### config.mk
export PLATFORM = sky130hd
export DESIGN_NAME = vector_result_streamer
export DESIGN_NICKNAME = d
export VERILOG_FILES = /design/src/rtl/vector_result_streamer.sv
export SDC_FILE = /design/constraint.sdc
export NUM_CORES = 2
export LEC_CHECK = 0
export ABC_CLOCK_PERIOD_IN_PS = 3900
export CAP_MARGIN = 10
export CORE_AREA = 2 2 267 269
export DETAILED_ROUTE_END_ITERATION = 7
export DIE_AREA = 0 0 269 271
export PLACE_DENSITY = 0.67
export RECOVER_POWER = 25
export SYNTH_ARGS = -nofsm -noshare
export SYNTH_HDL_FRONTEND = slang
export SYNTH_SLANG_ARGS = --single-unit
### constraint.sdc
create_clock -name clk -period 3.9 [get_ports clk]
set_input_delay 0.39 -clock clk [delete_from_list [all_inputs] [get_ports clk]]
set_output_delay 0.39 -clock clk [all_outputs]
set_load 0.005 [all_outputs]
### src/rtl/vector_result_streamer.sv
// Serialises one captured vector-unit result set (elements, dot product or reduction)
// into a valid/ready beat stream with index, kind and last markers.
module vector_result_streamer #(
   parameter int WIDTH  = 32,
   parameter int LENGTH = 16
) (
   input  logic                      clk,
   input  logic                      rst_n,
   input  logic                      in_valid,
   output logic                      in_ready,
   input  logic [2:0]                in_op,
   input  logic [WIDTH-1:0]          in_vector [0:LENGTH-1],
   input  logic [2*WIDTH-1:0]        in_dot,
   input  logic [WIDTH-1:0]          in_reduction,
   output logic                      out_valid,
   input  logic                      out_ready,
   output logic [2*WIDTH-1:0]        out_data,
   output logic [$clog2(LENGTH)-1:0] out_index,
   output logic                      out_kind,
   output logic                      out_last,
   output logic                      op_err
);

   localparam int                IDX_W    = $clog2(LENGTH);
   localparam logic [IDX_W-1:0]  IDX_LAST = IDX_W'(LENGTH - 1);
   localparam logic [2:0]        OP_DOT   = 3'b101;
   localparam logic [2:0]        OP_BAD   = 3'b111;
   localparam logic [2:0]        OP_VMAX  = 3'b100;

   typedef enum logic [1:0] {S_IDLE, S_VEC, S_SCAL} state_e;

   state_e               state_q, state_d;
   logic [2:0]           op_q, op_d;
   logic [WIDTH-1:0]     vec_q [0:LENGTH-1];
   logic [WIDTH-1:0]     vec_d [0:LENGTH-1];
   logic [2*WIDTH-1:0]   dot_q, dot_d;
   logic [WIDTH-1:0]     red_q, red_d;
   logic [IDX_W-1:0]     idx_q, idx_d;
   logic                 op_err_q, op_err_d;

   // NOTE: the capture array is reset along with the control state, so a set
   // aborted by reset leaves no stale payload behind; this costs reset fan-out only.
   always_ff @(posedge clk or negedge rst_n) begin
      if (!rst_n) begin
         state_q  <= S_IDLE;
         op_q     <= '0;
         dot_q    <= '0;
         red_q    <= '0;
         idx_q    <= '0;
         op_err_q <= 1'b0;
         for (int i = 0; i < LENGTH; i++) vec_q[i] <= '0;
      end else begin
         // NOTE: non-blocking so every register samples the pre-edge values.
         state_q  <= state_d;
         op_q     <= op_d;
         vec_q    <= vec_d;
         dot_q    <= dot_d;
         red_q    <= red_d;
         idx_q    <= idx_d;
         op_err_q <= op_err_d;
      end
   end

   // NOTE: every _d gets a default first so no path through the case infers a latch.
   always_comb begin
      state_d  = state_q;
      op_d     = op_q;
      vec_d    = vec_q;
      dot_d    = dot_q;
      red_d    = red_q;
      idx_d    = idx_q;
      op_err_d = 1'b0;
      case (state_q)
         S_IDLE: begin
            if (in_valid) begin
               if (in_op == OP_BAD) begin
                  op_err_d = 1'b1;
               end else begin
                  op_d    = in_op;
                  vec_d   = in_vector;
                  dot_d   = in_dot;
                  red_d   = in_reduction;
                  idx_d   = '0;
                  state_d = (in_op <= OP_VMAX) ? S_VEC : S_SCAL;
               end
            end
         end
         S_VEC: begin
            if (out_ready) begin
               // Index stops at the last element; the set closes instead of wrapping.
               if (idx_q == IDX_LAST) begin
                  state_d = S_IDLE;
                  idx_d   = '0;
               end else begin
                  idx_d = idx_q + IDX_W'(1);
               end
            end
         end
         S_SCAL: begin
            if (out_ready) state_d = S_IDLE;
         end
         default: state_d = S_IDLE;
      endcase
   end

   // Beat fields derive purely from registered state, so they hold while stalled.
   always_comb begin
      in_ready  = (state_q == S_IDLE);
      out_valid = (state_q != S_IDLE);
      out_index = idx_q;
      out_kind  = (state_q == S_SCAL);
      out_last  = 1'b0;
      out_data  = '0;
      op_err    = op_err_q;
      case (state_q)
         S_VEC: begin
            out_data = {{WIDTH{vec_q[idx_q][WIDTH-1]}}, vec_q[idx_q]};
            out_last = (idx_q == IDX_LAST);
         end
         S_SCAL: begin
            out_data = (op_q == OP_DOT) ? dot_q : {{WIDTH{red_q[WIDTH-1]}}, red_q};
            out_last = 1'b1;
         end
         default: ;
      endcase
   end

endmodule

==> run summary <==
Detailed Route WL: 92.5 mm
Die Wd: 269 microns
metal3 WL: 6.78 mm
setup slack after layout: 156 ps
first-pass GRT wire length: 134 mm
min Tclk post-route: 3740 ps
number of DRC markers in iteration 0: 953
synthesized cell area: 27800 sq um
GRT Residual Overflow: 0
WL/cell: 26.4 microns
total CTS buffers: 70
TNS Setup: 0 ps
antenna violations before repair: 30
worst slew pin tran: 2700 ps
Area Growth Syn to Fin: 38.6%
Max clock buf depth: 3
# DRC: 0
RR Startpoint: state_q[1]
fmax: 0.267 GHz
Top Ports: 688
CP max stage delay: 610 ps
crit-path cells: buf_4, nand2_1, a221oi_1, a21oi_1, clkdlybuf4s50_1
root buf cell: clkbuf_16
Die H: 271 microns
post-synthesis sequential area ratio: 55.6%
Top Layer Used: met5
Arr. time, crit path: 3350 ps
Mean Syn Cell Area: 15.6 sq um
GP Congestion: 0.853
Cells after Synth: 1788
Synth Area in Simple Gates: 0.944%
Worst R2R End: vec_q[314]
core area: 69800 sq um
Area contributors post-synth: dfrtp_1, mux2_2, mux4_2
Yosys warnings: 0
slowest cell on the critical path: buf_4
vias per cell: 5.33
CP startpoint kind: register
max-cap violations: 1
Crit path required time: 3510 ps
largest family of logic cells by synthesized area: multiplexers
number of synthesized flops with an enable pin: 0
vias in the first global route: 20567
Clock Pin Slew Worst Setup and Hold Paths: 60 ps
Synth Area in Adders: 0.180%
first-pass iteration count of the detailed router: 5
PortBufs: 687
count leader, synth: dfrtp_1
Clock Latency Late Sink: 600 ps
final HPWL from detailed placement: 70.4 mm
Hold Path Class: input port to register
R2R Setup Slk: 940 ps
DR vias: 18663
Nets: 3109
Commonest cells post-synth: dfrtp_1, mux2_2, mux4_2, mux2i_1, buf_2
slew margin rel.: -80.0%
final slew viol count: 85
failing checks: capacitance limit, slew limit
CP top delay family: buffers and inverters
clock skew: 20.3 ps
hold endpoint: vec_q[292]
predominant post-synthesis flop cell: dfrtp_1
fin crit share: 96.0%
layout cells sized above 1: 36.7%
gr usage total: 25.3%
Synth Area in XOR/XNOR: 0%
largest net degree at the start of global routing: 90
Crit. End Element: primary output
Fin. Hold Viols: 0
post-detailed-route count of antenna-violating nets: 0
multiplexer share of the synthesized area: 36.9%
final setup fails: 0
TritonCTS clock tree: done
Max Fanout on Critical Path: 27
Synth top area share: 55.6%
clk sinks: 618
wl on met1: 35.1 mm
Die ar.: 72900 sq um
Std-Cell Rows: 97
VDD IR max: 0.337 mV
fillcell total: 5605
outcome: finished, violations left
complex-gate fraction of the synthesized area: 4.01%
Mapped Nets: 2407
FF-to-FF path depth: 7
largest area contributor in the netlist: dfrtp_1
H-tree lvl count: 3
P_leak: 15.1 nW
Hold Crit Depth: 2
Final Util: 55.3%
Synth cell types: 40
fraction of registers with async set/reset: 100%
setup slack at placement: 348 ps
Hold Crit Start: in_vector[292]
crit path buf inv count: 2
initial core utilization: 39.9%
Crit Path Class: register to primary output
met2 WL: 48.3 mm
RSZ-0062 raised after global routing: no
post-synthesis register bit count: 618
pwr/cell area: 755 nW/um^2
worst reg2reg max path, delay by kind of cell, from the launching register on:
| kind | cells | cell delay, ps |
|---|---|---|
| and+or+nand+nor | 2 | 920 |
| buffers and inverters | 3 | 780 |
| DFF | 1 | 390 |
| adders and majority gates | 1 | 380 |
| muxes | 1 | 380 |
layout make-up:
| type | count | area (sq um) | share of cell area (%) |
|---|---|---|---|
| Timing Repair Buffer | 765 | 7760 | 20.1 |
| Sequential cell | 618 | 15500 | 40.1 |
| Clock inverter | 25 | 295 | 0.765 |
| Multi-Input combinational cell | 1031 | 11800 | 30.6 |
| Antenna cell | 16 | 40.0 | 0.104 |
| Clock buffer | 100 | 2050 | 5.30 |
| Tap cell | 940 | 1180 | 3.05 |
| Inverter | 4 | 15.0 | 0.0389 |
metrics by stage:
step / power, W / instance area [sq um] / hold slack (ps) / std cells
finish: 0.0291 / 38600 / 396 / 3499
global route: 0.0307 / 38600 / 378 / 3497
CTS: 0.0294 / 38500 / 353 / 3480
detailed placement: 0.0226 / 36100 / 491 / 3351
global placement: 0.0221 / 36100 / 479 / 3351
floorplan: 0.0182 / 27800 / 94.4 / 1788
routing by layer:
metal  up-vias  GRT usage (%)
met5         -              0
met4        30           7.79
met3       142           7.00
met2       583           44.9
met1      9739           29.4
li1       8169              -
sequential cells by signal, summed over array words and instances, names as in the netlist:
signal	count
op_q	3
op_err	1
dot_q	64
red_q	32
vec_q	512
state_q	2
out_index	4
cells in the final DEF, fill, tap and decap left out, types with 2 or more instances in the layout:
| cell type | netlist | routed |
|---|---|---|
| clkinvlp_4 | 0 | 3 |
| nor2b_4 | 0 | 2 |
| nand3b_1 | 5 | 5 |
| clkbuf_2 | 0 | 5 |
| and2_1 | 4 | 4 |
| a21oi_1 | 40 | 40 |
| mux4_2 | 110 | 110 |
| o21ai_0 | 17 | 17 |
| nand3_1 | 5 | 4 |
| clkinv_8 | 0 | 2 |
| o22a_1 | 2 | 2 |
| clkinv_2 | 0 | 11 |
| inv_6 | 0 | 3 |
| diode_2 | 0 | 16 |
| mux2i_1 | 89 | 89 |
| bufinv_16 | 0 | 5 |
| nand2_1 | 16 | 15 |
| clkbuf_8 | 0 | 16 |
| buf_6 | 5 | 3 |
| ha_1 | 4 | 3 |
| mux2_2 | 614 | 614 |
| a22oi_2 | 0 | 6 |
| dfrtp_1 | 618 | 615 |
| clkbuf_16 | 0 | 71 |
| clkdlybuf4s50_1 | 0 | 686 |
| dfrtp_4 | 0 | 2 |
| clkbuf_1 | 43 | 13 |
| o221ai_1 | 26 | 26 |
| inv_1 | 4 | 4 |
| a22oi_1 | 43 | 37 |
| nor2_1 | 4 | 3 |
| a221oi_1 | 10 | 10 |
| o21ai_1 | 20 | 20 |
| buf_12 | 0 | 22 |
| buf_4 | 1 | 47 |
| and3_1 | 2 | 2 |
| nand4_1 | 2 | 2 |
logic make-up (layout without fill, tap and decap cells):
kind of cell / after synthesis / in the layout
other cells: 0 / 16
mux: 813 / 813
compound gates: 166 / 166
simple gates: 48 / 48
buf+inv: 139 / 894
fa+ha+maj: 4 / 4
flops: 618 / 618
report_power, final:
group / internal [W] / total, W / switching [W]
clock network: 0.00400 / 0.00667 / 0.00267
logic: 0.00649 / 0.0110 / 0.00446
registers: 0.00971 / 0.0115 / 0.00181
total: 0.0202 / 0.0291 / 0.00895
repair_timing:
item / in CTS / in global routing
hold buffers: 1 / 0
gates resized for setup: 11 / 3
pin swaps: 1 / 0
setup endpoints to repair: 49 / 7
setup buffers: 3 / 3
endpoints found under the hold margin: 78 / 0
worst max-delay path by stage:
stage	from	endpoint	cells past startpoint
global route	out_index[2]	out_data[10]	5
global placement	out_index[0]	out_data[26]	6
CTS	out_index[1]	out_data[26]	6
finish	out_index[2]	out_data[4]	5
floorplan	out_index[0]	out_data[0]	6
detailed placement	out_index[0]	out_data[26]	6
Note: power is estimated with default switching activity, not from simulation.
